===== config.mk =====
export PLATFORM = sky130hd
export DESIGN_NAME = ebr_stream_master_flat
export DESIGN_NICKNAME = d
export VERILOG_FILES = /design/src/rtl/ebr_stream_master_pkg.sv /design/src/rtl/ebr_stream_master_if.sv /design/src/rtl/ebr_stream_master.sv /design/src/flat_wrapper.sv
export SDC_FILE = /design/constraint.sdc
export NUM_CORES = 1
export LEC_CHECK = 0
export BUFFER_PORTS_ARGS = -buffer_cell sky130_fd_sc_hd__buf_2
export CORE_MARGIN = 2
export CORE_UTILIZATION = 25
export CTS_CLUSTER_DIAMETER = 120
export DETAILED_ROUTE_END_ITERATION = 12
export GPL_ROUTABILITY_DRIVEN = 0
export PLACE_DENSITY = 0.53
export SYNTH_ARGS = -nofsm -noshare
export SYNTH_HDL_FRONTEND = slang
export SYNTH_SLANG_ARGS = --single-unit

===== constraint.sdc =====
create_clock -name clk_i -period 4 [get_ports clk_i]
set_input_delay 0.4 -clock clk_i [delete_from_list [all_inputs] [get_ports clk_i]]
set_output_delay 0.4 -clock clk_i [all_outputs]
set_load 0.02 [all_outputs]

===== src/rtl/ebr_stream_master_pkg.sv =====
`default_nettype none
// ============================================================================
// Module   : ebr_stream_pkg
// Purpose  : Shared types and defaults for the EBR byte-stream master.
//            State encoding, default opcodes and bytes-per-word.
// Ports    : (package, none)
// Revision : 1.0 - initial release
// ============================================================================
package ebr_stream_pkg;

  localparam int         ADDR_W_DEF   = 8;
  localparam logic [7:0] OP_WRITE_DEF = 8'h01;
  localparam logic [7:0] OP_READ_DEF  = 8'h02;
  localparam int         WORD_BYTES   = 2;

  typedef enum logic [3:0] {
    S_IDLE      = 4'd0,
    S_ADDR      = 4'd1,
    S_CNT       = 4'd2,
    S_WR_HI     = 4'd3,
    S_WR_LO     = 4'd4,
    S_WR_COMMIT = 4'd5,
    S_RD_ISSUE  = 4'd6,
    S_RD_WAIT   = 4'd7,
    S_RD_HI     = 4'd8,
    S_RD_LO     = 4'd9
  } state_e;

  // States in which the block is willing to take a byte from the rx link.
  function automatic logic rx_state(input state_e s);
    return s inside {S_IDLE, S_ADDR, S_CNT, S_WR_HI, S_WR_LO};
  endfunction

endpackage
`default_nettype wire


===== src/rtl/ebr_stream_master_if.sv =====
`default_nettype none
// ============================================================================
// Module   : ebr_stream_master_if
// Purpose  : Bundles the rx byte link, tx byte link and EBR RAM port driven
//            by ebr_stream_master.
// Ports    : rx_valid_i/rx_data_i/rx_ready_o  - inbound command/data bytes
//            tx_valid_o/tx_data_o/tx_ready_i  - outbound read-data bytes
//            ram_clk_en_o/ram_wr_en_o/ram_addr_o/ram_wr_data_o/ram_rd_data_i
//                                              - 256x16 EBR port
//            Directions (_i/_o) are as seen from the master.
// Revision : 1.0 - initial release
// ============================================================================
interface ebr_stream_master_if #(
  parameter int ADDR_W = 8
) ();
  logic              rx_valid_i;
  logic [7:0]        rx_data_i;
  logic              rx_ready_o;
  logic              tx_valid_o;
  logic [7:0]        tx_data_o;
  logic              tx_ready_i;
  logic              ram_clk_en_o;
  logic              ram_wr_en_o;
  logic [ADDR_W-1:0] ram_addr_o;
  logic [15:0]       ram_wr_data_o;
  logic [15:0]       ram_rd_data_i;

  modport master (
    input  rx_valid_i, rx_data_i, tx_ready_i, ram_rd_data_i,
    output rx_ready_o, tx_valid_o, tx_data_o,
           ram_clk_en_o, ram_wr_en_o, ram_addr_o, ram_wr_data_o
  );

  modport slave (
    output rx_valid_i, rx_data_i, tx_ready_i, ram_rd_data_i,
    input  rx_ready_o, tx_valid_o, tx_data_o,
           ram_clk_en_o, ram_wr_en_o, ram_addr_o, ram_wr_data_o
  );
endinterface
`default_nettype wire


===== src/rtl/ebr_stream_master.sv =====
`default_nettype none
// ============================================================================
// Module   : ebr_stream_master
// Purpose  : Turns a byte command stream [op][addr][count][data...] into
//            16-bit EBR word writes/reads and streams read words back as
//            bytes, MSB first. Sole master of the RAM port.
// Ports    : clk_i  - system clock
//            rst_i  - asynchronous active-high reset
//            bus    - rx/tx byte links and RAM port (master modport)
//            busy_o - high while a frame is in progress
//            err_o  - one-cycle pulse on an unknown opcode
// Revision : 1.0 - initial release
// ============================================================================
module ebr_stream_master
  import ebr_stream_pkg::*;
#(
  parameter int         ADDR_W     = ADDR_W_DEF,
  parameter int         RD_LATENCY = 1,
  parameter logic [7:0] OP_WRITE   = OP_WRITE_DEF,
  parameter logic [7:0] OP_READ    = OP_READ_DEF
) (
  input  logic                 clk_i,
  input  logic                 rst_i,
  ebr_stream_master_if.master  bus,
  output logic                 busy_o,
  output logic                 err_o
);

  localparam int WAIT_W = (RD_LATENCY > 1) ? $clog2(RD_LATENCY) : 1;

  state_e            state_q, state_d;
  logic [ADDR_W-1:0] addr_q, addr_d;
  logic [ADDR_W-1:0] cnt_q, cnt_d;
  logic              op_wr_q;
  logic [7:0]        data_hi_q;
  logic [15:0]       hold_q;
  logic [WAIT_W-1:0] wait_q;

  logic              rx_ready_q, tx_valid_q, ram_clk_en_q, ram_wr_en_q;
  logic [7:0]        tx_data_q;
  logic [ADDR_W-1:0] ram_addr_q;
  logic [15:0]       ram_wr_data_q;
  logic              busy_q, err_q;

  logic rx_acc, tx_acc, op_known, last_word, wait_done;

  assign rx_acc    = bus.rx_valid_i & rx_ready_q;
  assign tx_acc    = tx_valid_q & bus.tx_ready_i;
  assign op_known  = (bus.rx_data_i == OP_WRITE) || (bus.rx_data_i == OP_READ);
  assign last_word = (cnt_q == '0);
  assign wait_done = (wait_q == WAIT_W'(RD_LATENCY - 1));

  always_comb begin
    state_d = state_q;
    addr_d  = addr_q;
    cnt_d   = cnt_q;
    case (state_q)
      S_IDLE:  if (rx_acc && op_known) state_d = S_ADDR;
      S_ADDR:  if (rx_acc) begin
                 addr_d  = ADDR_W'(bus.rx_data_i);
                 state_d = S_CNT;
               end
      S_CNT:   if (rx_acc) begin
                 cnt_d   = ADDR_W'(bus.rx_data_i);
                 state_d = op_wr_q ? S_WR_HI : S_RD_ISSUE;
               end
      S_WR_HI: if (rx_acc) state_d = S_WR_LO;
      S_WR_LO: if (rx_acc) state_d = S_WR_COMMIT;
      S_WR_COMMIT: begin
        addr_d = addr_q + 1'b1;
        if (last_word) state_d = S_IDLE;
        else begin
          cnt_d   = cnt_q - 1'b1;
          state_d = S_WR_HI;
        end
      end
      S_RD_ISSUE: state_d = S_RD_WAIT;
      S_RD_WAIT:  if (wait_done) state_d = S_RD_HI;
      S_RD_HI:    if (tx_acc) state_d = S_RD_LO;
      S_RD_LO:    if (tx_acc) begin
                    addr_d = addr_q + 1'b1;
                    if (last_word) state_d = S_IDLE;
                    else begin
                      cnt_d   = cnt_q - 1'b1;
                      state_d = S_RD_ISSUE;
                    end
                  end
      default:    state_d = S_IDLE;
    endcase
  end

  // All outputs are registered copies of what the next state demands, so
  // they line up with state_q one cycle later.
  always_ff @(posedge clk_i or posedge rst_i) begin
    if (rst_i) begin
      state_q       <= S_IDLE;
      addr_q        <= '0;
      cnt_q         <= '0;
      op_wr_q       <= 1'b0;
      data_hi_q     <= '0;
      hold_q        <= '0;
      wait_q        <= '0;
      rx_ready_q    <= 1'b0;
      tx_valid_q    <= 1'b0;
      tx_data_q     <= '0;
      ram_clk_en_q  <= 1'b0;
      ram_wr_en_q   <= 1'b0;
      ram_addr_q    <= '0;
      ram_wr_data_q <= '0;
      busy_q        <= 1'b0;
      err_q         <= 1'b0;
    end else begin
      state_q <= state_d;
      addr_q  <= addr_d;
      cnt_q   <= cnt_d;

      if (state_q == S_IDLE && rx_acc) op_wr_q <= (bus.rx_data_i == OP_WRITE);
      if (state_q == S_WR_HI && rx_acc) data_hi_q <= bus.rx_data_i;
      // Low byte goes straight into the write-data register as it arrives.
      if (state_q == S_WR_LO && rx_acc) ram_wr_data_q <= {data_hi_q, bus.rx_data_i};

      err_q  <= (state_q == S_IDLE) && rx_acc && !op_known;
      wait_q <= (state_q == S_RD_WAIT) ? wait_q + 1'b1 : '0;

      rx_ready_q   <= rx_state(state_d);
      busy_q       <= (state_d != S_IDLE);
      ram_clk_en_q <= (state_d == S_WR_COMMIT) || (state_d == S_RD_ISSUE);
      ram_wr_en_q  <= (state_d == S_WR_COMMIT);
      if ((state_d == S_WR_COMMIT) || (state_d == S_RD_ISSUE)) ram_addr_q <= addr_d;

      tx_valid_q <= (state_d == S_RD_HI) || (state_d == S_RD_LO);
      if (state_q == S_RD_WAIT && state_d == S_RD_HI) begin
        hold_q    <= bus.ram_rd_data_i;
        tx_data_q <= bus.ram_rd_data_i[15:8];
      end else if (state_q == S_RD_HI && state_d == S_RD_LO) begin
        tx_data_q <= hold_q[7:0];
      end
    end
  end

  assign bus.rx_ready_o    = rx_ready_q;
  assign bus.tx_valid_o    = tx_valid_q;
  assign bus.tx_data_o     = tx_data_q;
  assign bus.ram_clk_en_o  = ram_clk_en_q;
  assign bus.ram_wr_en_o   = ram_wr_en_q;
  assign bus.ram_addr_o    = ram_addr_q;
  assign bus.ram_wr_data_o = ram_wr_data_q;
  assign busy_o            = busy_q;
  assign err_o             = err_q;

endmodule
`default_nettype wire

===== src/flat_wrapper.sv =====
// flat-port wrapper written by rule: the top's interface ports become plain ports
module ebr_stream_master_flat import ebr_stream_pkg::*;
#(
  parameter int         ADDR_W     = ADDR_W_DEF,
  parameter int         RD_LATENCY = 1,
  parameter logic [7:0] OP_WRITE   = OP_WRITE_DEF,
  parameter logic [7:0] OP_READ    = OP_READ_DEF
)
  (clk_i, rst_i, busy_o, err_o, bus_rx_valid_i, bus_rx_data_i, bus_tx_ready_i, bus_ram_rd_data_i, bus_rx_ready_o, bus_tx_valid_o, bus_tx_data_o, bus_ram_clk_en_o, bus_ram_wr_en_o, bus_ram_addr_o, bus_ram_wr_data_o);
  ebr_stream_master_if #(.ADDR_W(ADDR_W)) bus_i ();
  input  logic clk_i;
  input  logic rst_i;
  output logic busy_o;
  output logic err_o;
  input wire logic [$bits(bus_i.rx_valid_i)-1:0] bus_rx_valid_i;
  input wire logic [$bits(bus_i.rx_data_i)-1:0] bus_rx_data_i;
  input wire logic [$bits(bus_i.tx_ready_i)-1:0] bus_tx_ready_i;
  input wire logic [$bits(bus_i.ram_rd_data_i)-1:0] bus_ram_rd_data_i;
  output wire logic [$bits(bus_i.rx_ready_o)-1:0] bus_rx_ready_o;
  output wire logic [$bits(bus_i.tx_valid_o)-1:0] bus_tx_valid_o;
  output wire logic [$bits(bus_i.tx_data_o)-1:0] bus_tx_data_o;
  output wire logic [$bits(bus_i.ram_clk_en_o)-1:0] bus_ram_clk_en_o;
  output wire logic [$bits(bus_i.ram_wr_en_o)-1:0] bus_ram_wr_en_o;
  output wire logic [$bits(bus_i.ram_addr_o)-1:0] bus_ram_addr_o;
  output wire logic [$bits(bus_i.ram_wr_data_o)-1:0] bus_ram_wr_data_o;
  assign bus_i.rx_valid_i = bus_rx_valid_i;
  assign bus_i.rx_data_i = bus_rx_data_i;
  assign bus_i.tx_ready_i = bus_tx_ready_i;
  assign bus_i.ram_rd_data_i = bus_ram_rd_data_i;
  assign bus_rx_ready_o = bus_i.rx_ready_o;
  assign bus_tx_valid_o = bus_i.tx_valid_o;
  assign bus_tx_data_o = bus_i.tx_data_o;
  assign bus_ram_clk_en_o = bus_i.ram_clk_en_o;
  assign bus_ram_wr_en_o = bus_i.ram_wr_en_o;
  assign bus_ram_addr_o = bus_i.ram_addr_o;
  assign bus_ram_wr_data_o = bus_i.ram_wr_data_o;
  ebr_stream_master #(.ADDR_W(ADDR_W), .RD_LATENCY(RD_LATENCY), .OP_WRITE(OP_WRITE), .OP_READ(OP_READ)) u_core (.clk_i(clk_i), .rst_i(rst_i), .bus(bus_i), .busy_o(busy_o), .err_o(err_o));
endmodule

# After elaboration in Yosys (flattened, before gate mapping)
# Index checks and enable logic that the tools add are counted.
# op_classes
addsub,3
multipliers,0
div_mod_pow,0
n_lt_le_gt_ge,0
n_eq_ne,21
n_shift,0
mux,22
bitwise_logic,2
reduce_logical,19
# op_table
cell,n
8-bit 2-to-1 mux,7
8-bit one-hot mux with 3 select lines,2
4-bit one-hot mux with 10 select lines,1
4-bit 2-to-1 mux,8
"4-bit by 3-bit == test with 1-bit output, second input constant",7
"4-bit by 2-bit == test with 1-bit output, second input constant",4
"4-bit == test, second input constant",4
"8-bit by 1-bit adder with 8-bit output, second input constant",1
"4-bit by 1-bit == test with 1-bit output, second input constant",2
"8-bit by 1-bit == test with 1-bit output, second input constant",1
"8-bit by 2-bit == test with 1-bit output, second input constant",1
4-bit logical NOT,2
8-bit logical NOT,1
"8-bit by 1-bit subtractor with 8-bit output, second input constant",1
1-bit logical AND,7
3-bit 2-to-1 mux,2
5-bit nonzero test,1
"2-bit by 1-bit != test with 1-bit output, second input constant",2
4-bit nonzero test,1
1-bit logical OR,3
3-bit AND reduction,1
3-bit nonzero test,1
1-bit bitwise AND,2
2-bit 2-to-1 mux,1
other kinds (4),4
# word_totals
regBits,76
latch_bits,0
ram_bits,0
mem_bits_ro,0
in_bits,28
memories,0

# Longest topological paths before layout
# Gate-level depths: netlist of the first run.
# logic_depth
word_depth,9
mapped_depth,11
mapped_depth_nobuf,10

# Worst setup path after synthesis of the first run
# OpenSTA, ideal clock, no wires.
# synth_path
path_kind,reg2reg
from,reg u_core.state_q[2]
to,"reg u_core.ram_addr_q[0], in the netlist u_core.bus.ram_addr_o[0]"
setup_ps,125
t_arrival_ps,2322
t_required_ps,3875
slack_ps,1553
stages_incl_launch_ff,9
path_buffers,1
period_less_slack_ps,2447
path_cell_list,dfrtp_1 > nor2_2 > nand3_2 > or3_4 > o311a_1 > a211o_1 > buf_6 > o21ai_4 > mux2_2
# synth_between
elab_chain_cells,4
word_cells_on_any_way,23
classes_between,11 x eq/ne; 10 x mux; 2 x reduce/logical
# synth_rtl
item,line,source
"start, declared",ebr_stream_master.sv:31,"state_e state_q, state_d;"
"start signal, assigned",ebr_stream_master.sv:113,state_q <= state_d;
4-bit == test (tied with other cells),ebr_stream_master.sv:57,case (state_q)
4-bit one-hot mux with 10 select lines,ebr_stream_master.sv:57,
4-bit by 3-bit == test with 1-bit output,ebr_stream_master.sv:129,if ((state_d == S_WR_COMMIT) || (state_d == S_RD_ISSUE)) ram_addr_q <= addr_d;
1-bit logical OR,ebr_stream_master.sv:129,
"end signal, assigned",ebr_stream_master.sv:129,
"end, declared",ebr_stream_master.sv:41,logic [ADDR_W-1:0] ram_addr_q;
# Parallel ways exist; a longest one is shown, timed or not.
# A chain may end at the register's enable or synchronous reset.

# Worst setup path in the final report of the first run
# layout_path
from,reg u_core.state_q[3]
to,"reg u_core.ram_addr_q[7], in the netlist u_core.bus.ram_addr_o[7]"
# layout_between
elab_chain_cells,4
word_cells_on_any_way,23
classes_between,11 x eq/ne; 10 x mux; 2 x reduce/logical
# layout_rtl
item,line
4-bit == test (tied with other cells),ebr_stream_master.sv:57
4-bit one-hot mux with 10 select lines *,ebr_stream_master.sv:57
via u_core.state_d[1],ebr_stream_master.sv:31
4-bit by 3-bit == test with 1-bit output,ebr_stream_master.sv:129
1-bit logical OR *,ebr_stream_master.sv:129
# Mark *: on every way through the listed nets, which the timed path passes. The rest lies on a longest branch.

==> results of run 1 <==
critical path: stages, from the launching register on:
cell     delay (ns)
dfrtp_1        0.45
nor2b_1        0.25
nand3_1        0.22
a21oi_1        0.43
a221o_1        0.29
a211o_1        0.72
o21ai_4        0.24
mux2_1         0.37
layer usage:
metal | share of wire, % | wire length, µm | vias up | GRT usage (%)
li1 | - | - | 1230 | -
met1 | 45 | 3679 | 1261 | 15.64
met2 | 47 | 3860 | 76 | 18.43
met3 | 6.4 | 528 | 16 | 4.699
met4 | 2.2 | 184 | 0 | 5.172
met5 | 0 | 0 | - | 0
sequential cells by signal, indices dropped and copies added (netlist names), 4 cells and up:
signal / flops
u_core.bus.ram_addr_o: 8
u_core.hold_q: 8
u_core.bus.tx_data_o: 8
u_core.addr_q: 8
u_core.data_hi_q: 8
u_core.state_q: 4
u_core.bus.ram_wr_data_o: 16
u_core.cnt_q: 8
cell type report:
cell class	count	area, µm²	share of cell area [%]
Sequential cell	76	1902	44.25
Inverter	12	45.04	1.048
Multi-Input combinational cell	207	1456	33.89
Clock buffer	12	246.5	5.735
Tap cell	176	220.2	5.124
Timing Repair Buffer	69	355.3	8.268
Clock inverter	4	72.57	1.689
metrics by stage:
stage / hold WS [ns] / instance area [µm²] / total power [µW]
finish: 0.03983 / 4298 / 3482
global route: 0.05840 / 4298 / 3736
CTS: 0.03312 / 4298 / 3531
detailed placement: 0.4017 / 3979 / 2648
global placement: 0.4053 / 3979 / 2605
floorplan: 0.4495 / 3448 / 2244
where the power goes:
| part | switching (µW) | leakage (µW) | internal (µW) |
|---|---|---|---|
| logic | 718 | 0.000930 | 562 |
| clock network | 306 | 0.000153 | 562 |
| registers | 228 | 0.000975 | 1110 |
| total | 1250 | 0.00206 | 2230 |
cell usage after synthesis (2+ instances only):
| master | number |
|---|---|
| o22ai_1 | 2 |
| or3_1 | 2 |
| mux2_2 | 31 |
| nand2b_1 | 5 |
| inv_1 | 12 |
| a22oi_1 | 3 |
| o31ai_1 | 3 |
| nor2_1 | 21 |
| nor4_1 | 3 |
| xor2_1 | 2 |
| nand2_1 | 27 |
| mux2_4 | 7 |
| ha_1 | 2 |
| buf_6 | 2 |
| o21ai_0 | 28 |
| a221o_1 | 4 |
| mux2i_1 | 8 |
| a211o_1 | 2 |
| nand3_1 | 6 |
| a21oi_1 | 16 |
| o21ai_1 | 2 |
| clkbuf_1 | 5 |
| nand4b_1 | 2 |
| dfrtp_1 | 76 |
| xnor2_1 | 3 |
| nor3_1 | 7 |
| nor2b_1 | 4 |
how the worst max path moves through the flow:
stage / startpoint / cells past startpoint / endpoint
2_1_floorplan: u_core.state_q[2] / 8 / u_core.bus.ram_addr_o[0]
3_3_place_gp: u_core.state_q[3] / 7 / u_core.bus.ram_addr_o[7]
3_5_place_dp: u_core.state_q[3] / 7 / u_core.bus.ram_addr_o[7]
4_1_cts: u_core.state_q[3] / 7 / u_core.bus.ram_addr_o[7]
5_1_grt: u_core.state_q[3] / 7 / u_core.bus.ram_addr_o[7]
6_report: u_core.state_q[3] / 7 / u_core.bus.ram_addr_o[7]
cells by family after synthesis:
kind of cell / Yosys count / synth area share [%]
compound gates: 70 / 12.70
buf+inv: 21 / 2.757
fa+ha+maj: 2 / 0.7256
flops: 76 / 55.15
xor+xnor: 5 / 1.270
mux: 47 / 15.82
simple gates: 83 / 11.58
==> implementation parameters, run 1 <==
Parameter                              Value

Clock tree
  Clock-pin slew on the worst setup and hold paths    0.06 ns
  Num CTS Buffers    9
  Post_cts resized    0
  Clock tree from TritonCTS    yes
  Worst skew pair latency    0.34 ns
  Number of buffers inserted for hold repair after clock tree synthesis    0
  Sinks on Clock Net    76
  Post-CTS Repair Setup Buffers    0
  Deepest clock path buffer count    2
  Clock H-tree levels    3
  Clock root buffer    clkbuf_16

Worst setup path
  CP Launch Type    register
  Path type of the worst setup path    register to register
  Data arrival time at the worst-slack endpoint    3.29 ns
  Top fanout value on the critical path    19
  Reg-to-reg endpoint    u_core.bus.ram_addr_o[7]
  Data required time at the worst endpoint    4.21 ns
  Origin of the critical flop-to-flop path    u_core.state_q[3]
  Worst R2R Setup Slack    0.92 ns
  Element type at the critical path end    register
  R2R depth    7

Place
  Worst setup timing slack at the placement stage    0.9268 ns
  IO Port Bufs    65
  Cell count after placement    540
  Post-detailed-placement half-perimeter wirelength    6061 µm

Worst hold path
  Kind of path behind the tightest hold check    input pin to async pin

Route
  Post-route ant nets    0
  Via/cell ratio    4.646
  DRC errors left    0
  Number of detailed-route iterations in the first pass    4
  Number of violations reported at the end of detailed-routing iteration 0    264
  Vias post-DR    2,583
  Average wire per standard cell    14.84 µm
  Wire length reported by the detailed router    8252 µm

Timing
  Fraction of the cycle the final worst path needs    76.92%
  Number of pins with negative max-slew slack in the final report    0
  Fin Clk Skew    0.007885 ns
  Measured slew at the worst slew-check pin    0.8929 ns
  Unrepaired setup endpoints after global routing    false
  Max-slew headroom    40.47%
  Final Worst Setup Slack    0.9231 ns
  Upper clock frequency limit    325.0 MHz
  Min cycle time layout    3.077 ns
  Hold Violations, Final    0
  Setup violations, final    0
  TNS Setup    0 ns

Floorplanning
  Top Ports    66
  Floorplan die area    14,750 µm²
  Cell row count    42
  Effective utilization at floorplan    25.83%
  Die H    121.4 µm
  Area of the core    13,350 µm²
  Die X    121.4 µm

Final layout
  Count of nets after finishing    405
  Fill cells    1,384
  Post-layout util    32.20%
  Most common library cell in the layout ignoring fill and taps    dfrtp_1
  Leading cell types in the layout, fill and taps excluded    76 x dfrtp_1, 65 x buf_2, 31 x mux2_2
  Area growth, synth to finish    24.64%
  Share of cells above drive strength 1    33.68%
  Post-route non-filler standard cell count    556
  Count of antenna diodes in the layout    0

Flow run
  Maximum Capacitance Violations    0

Logic synthesis
  Average cell area after synthesis    11.34 µm²
  Asr flop ratio synth    100.0%
  Largest cells by area after synthesis    dfrtp_1 55%, mux2_2 10%, o21ai_0 4.1%
  Sequential-to-total area share from yosys stat    55.15%
  Mapped Nets    334
  Post-synthesis instance area    3448 µm²
  Yosys warnings    0
  FF+latch count, synth    76
  Largest area contributor in the synthesized netlist    dfrtp_1
  Area share of the leading cell type in the synthesized netlist    55.15%
  Leading register cell type out of synthesis    dfrtp_1
  Number of synthesized flops with an enable pin    0
  Count of different cell masters after synthesis    46
  Post-synthesis cell count    304

Global routing
  Initial antenna violation count    0
  Via count of the first global-routing pass    2,674
  Largest net degree at the start of global routing    31
  Wire length of the first global-routing pass    13,640 µm
  Aggregate global-route resource usage    12.23%
  Global route total overflow    0

Power and ir drop
  Static leakage    0.002058 µW
  Worst VDD drop    0.2638 mV
  Power per standard cell area    810.1 nW/µm²

Status
  Outcome    complete, no violations
No activity file was read; power rests on OpenSTA's default activity.
==> inputs of run 2 (changes only) <==
--- a/config.mk
+++ b/config.mk
@@ -5,13 +5,14 @@
 export SDC_FILE = /design/constraint.sdc
 export NUM_CORES = 1
 export LEC_CHECK = 0
+export ABC_AREA = 1
 export BUFFER_PORTS_ARGS = -buffer_cell sky130_fd_sc_hd__buf_2
 export CORE_MARGIN = 2
 export CORE_UTILIZATION = 25
 export CTS_CLUSTER_DIAMETER = 120
 export DETAILED_ROUTE_END_ITERATION = 12
 export GPL_ROUTABILITY_DRIVEN = 0
-export PLACE_DENSITY = 0.53
+export PLACE_DENSITY = 0.55
 export SYNTH_ARGS = -nofsm -noshare
 export SYNTH_HDL_FRONTEND = slang
 export SYNTH_SLANG_ARGS = --single-unit
==> constraint.sdc (replaced) <==
create_clock -name clk_i -period 2.5 [get_ports clk_i]
set_input_delay 0.25 -clock clk_i [delete_from_list [all_inputs] [get_ports clk_i]]
set_output_delay 0.25 -clock clk_i [all_outputs]
set_load 0.02 [all_outputs]
==> run 2 against run 1 <==
Effect of this change:
- non-clock buffer count stayed put
- largest cell class unchanged
- die area rose by 2.2%
- clock skew decreased by 0.0012 ns
- global-route usage rose by 0.21 points
- final area rose by 3.1%
- clock-buffer cell count shrank 1
- routed wire length increased by 3.7%
- register-to-register slack got worse by 0.34 ns
==> implementation parameters, run 2 <==
Parameter                              Value

Final layout
  Fill cells    1,457 (+5.3%)
  Post-layout util    32.04% (-0.16 points)
  Count of nets after finishing    529 (+31%)
  Post-route cell area    4431 µm² (+3.1%)
  Leading cell types in the layout, fill and taps excluded    159 x nand2_1, 76 x dfrtp_1, 65 x buf_2
  Combined area of the multi-input logic cells    1431 µm² (-1.7%)
  Count of antenna diodes in the layout    0 (unchanged)
  Share of cells above drive strength 1    21.43% (-12 points)
  Most common library cell in the layout ignoring fill and taps    nand2_1
  Number of flip-flops in the largest register    16 (unchanged)
  Area occupied by registers    1902 µm² (unchanged)
  Area growth, synth to finish    25.57%

Logic synthesis
  Asr flop ratio synth    100.0% (unchanged)
  Most repeated cell in the gate-level netlist after synthesis    nand2_1
  Leading register cell type out of synthesis    dfrtp_1
  FF+latch count, synth    76 (unchanged)
  Area share of the leading cell type in the synthesized netlist    53.90% (-1.3 points)
  Sequential-to-total area share from yosys stat    53.90% (-1.3 points)
  Top cells by instance count after synthesis    159 x nand2_1, 76 x dfrtp_1, 35 x nor2_1
  Post-synthesis instance area    3528 µm² (+2.3%)
  Mapped Nets    459 (+37%)
  Number of synthesized flops with an enable pin    0 (unchanged)
  Average cell area after synthesis    8.225 µm² (-27%)
  Largest area contributor in the synthesized netlist    dfrtp_1
  Count of different cell masters after synthesis    33 (-28%)
  Post-synthesis cell count    429 (+41%)
  Largest cells by area after synthesis    dfrtp_1 54%, nand2_1 17%, nand3_1 4.0%
  Yosys warnings    0 (unchanged)

Worst setup path
  Reg-to-reg endpoint    u_core.cnt_q[2]
  Data arrival time at the worst-slack endpoint    2.14 ns (-1.15 ns)
  Origin of the critical flop-to-flop path    u_core.state_q[3]
  Worst R2R Setup Slack    0.59 ns (-0.34 ns)
  Data required time at the worst endpoint    2.72 ns (-1.49 ns)
  Critical Path Source    u_core.state_q[3]
  Element type at the critical path end    register
  Top fanout value on the critical path    15 (-4)
  Path type of the worst setup path    register to register
  R2R depth    11 (+4)
  CP Launch Type    register
  Worst Setup EP    u_core.cnt_q[2]

Timing
  Worst hold margin    0.1086 ns (+0.06881 ns)
  Hold Violations, Final    0 (unchanged)
  Upper clock frequency limit    522.3 MHz (+61%)
  Fin Clk Skew    0.006662 ns (-0.001224 ns)
  Setup violations, final    0 (unchanged)
  Number of pins with negative max-slew slack in the final report    0 (unchanged)
  Max-slew headroom    58.67% (+18 points)
  Measured slew at the worst slew-check pin    0.6198 ns (-0.2731 ns)
  Min cycle time layout    1.915 ns (-1.162 ns)
  Unrepaired setup endpoints after global routing    false
  Fraction of the cycle the final worst path needs    76.58% (-0.34 points)
  TNS Setup    0 ns (unchanged)

Route
  Number of detailed-route iterations in the first pass    4 (unchanged)
  Average wire per standard cell    12.51 µm (-16%)
  DRC errors left    0 (unchanged)
  Post-route ant nets    0 (unchanged)
  Vias post-DR    2,966 (+15%)
  Number of violations reported at the end of detailed-routing iteration 0    213 (-19%)
  Via/cell ratio    4.336 (-6.7%)
  Wire length reported by the detailed router    8554 µm (+3.7%)

Global routing
  Wire length of the first global-routing pass    14,520 µm (+6.4%)
  Initial antenna violation count    0 (unchanged)
  Via count of the first global-routing pass    3,013 (+13%)
  Global route total overflow    0 (unchanged)
  Aggregate global-route resource usage    12.44% (+0.21 points)
  Largest net degree at the start of global routing    52 (+68%)

Clock tree
  Clock root buffer    clkbuf_16
  Sinks on Clock Net    76 (unchanged)
  Clock H-tree levels    3 (unchanged)
  Worst skew pair latency    0.34 ns (about the same)
  Deepest clock path buffer count    2 (unchanged)
  Clock-pin slew on the worst setup and hold paths    0.06 ns (about the same)
  Clock tree from TritonCTS    yes
  Num CTS Buffers    9 (unchanged)

Status
  Outcome    complete, no violations

Floorplanning
  Effective utilization at floorplan    25.52% (-0.32 points)
  Floorplan die area    15,080 µm² (+2.2%)
  Die H    122.8 µm (+1.1%)
  Cell row count    43 (+2.4%)
  Top Ports    66 (unchanged)
  Die X    122.8 µm (+1.1%)
  Area of the core    13,830 µm² (+3.6%)

Power and ir drop
  Static leakage    0.002232 µW (+8.5%)
  Worst VDD drop    0.4844 mV (+84%)
  Total Power Consumption    5486 µW (+58%)
  Power per standard cell area    1238 nW/µm² (+53%)

Place
  IO Port Bufs    65 (unchanged)
  Total cell area at the placement stage    4061 µm² (+2.1%)
  Post-detailed-placement half-perimeter wirelength    6413 µm (+5.8%)

Worst hold path
  Kind of path behind the tightest hold check    input pin to register

Flow run
  Maximum Capacitance Violations    0 (unchanged)
==> run 2: kinds of logic (layout without fill, tap and decap cells) <==
kind of cell             after synthesis  in the layout  share of synthesized area (%)
AND/OR/NAND/NOR                      246            246                          30.18
flip-flops                            76             76                          53.90
adder cells (fa/ha/maj)                2              2                         0.7091
XOR/XNOR                               3              3                         0.7448
AO/OA/AOI/OAI                         54             54                          8.936
buffers and inverters                 48            123                          5.532
==> run 2: through the flow <==
step                      worst slack [ns]  cells
after floorplan                     0.3117    429
after global placement              0.6558    667
after detailed placement            0.5869    667
after CTS                           0.5695    684
after global routing                0.3482    684
final                               0.5854    684
==> run 2: worst min path at each step <==
stage | startpoint | to | depth (start not counted) | slack, ns
after global placement | rst_i | u_core.bus.tx_data_o[5] | 2 | 0.33
after CTS | bus_ram_rd_data_i[1] | u_core.hold_q[1] | 3 | 0.10
after global routing | bus_ram_rd_data_i[7] | u_core.hold_q[7] | 3 | 0.12
after floorplan | bus_ram_rd_data_i[0] | u_core.hold_q[0] | 2 | 0.36
final | bus_ram_rd_data_i[1] | u_core.hold_q[1] | 3 | 0.11
after detailed placement | rst_i | u_core.bus.tx_data_o[4] | 2 | 0.34
==> run 2: layout make-up <==
cell class | instances | share of cell area, %
flip-flops and latches | 76 | 42.93
clock inverters | 5 | 2.400
inverters | 38 | 3.219
well taps | 180 | 5.083
repair buffers | 69 | 8.359
multi-input cells | 305 | 32.31
clock buffers | 11 | 5.705
==> run 2: where the power goes <==
| part | internal [µW] | leakage (µW) | switching (µW) | total, µW |
|---|---|---|---|---|
| clock | 1030 | 0.000172 | 502 | 1530 |
| sequential | 1710 | 0.000941 | 277 | 1990 |
| combinational | 640 | 0.00112 | 1320 | 1960 |
==> run 2: critical path: stages, from the launching register on <==
cell,delay (ns)
dfrtp_1,0.42
inv_1,0.07
nor2_2,0.15
nand2_2,0.10
nand2_2,0.21
inv_2,0.12
o21ai_2,0.08
nand2_2,0.09
nor2_4,0.30
o21ai_0,0.14
nand2_1,0.08
nand2_1,0.05
==> run 2: timing repair <==
| item | CTS | global route |
|---|---|---|
| gates resized for setup | 0 | 0 |
| hold buffers | 1 | 0 |
| setup buffers | 0 | 0 |
| endpoints found under the hold margin | 25 | 0 |
==> run 2: routing by layer <==
metal	vias to the layer above	share of wire (%)	global-route usage, %
li1	1513	-	-
met1	1360	47	15.82
met2	81	46	19.96
met3	12	5.6	4.182
met4	0	1.3	3.807
met5	-	0	0
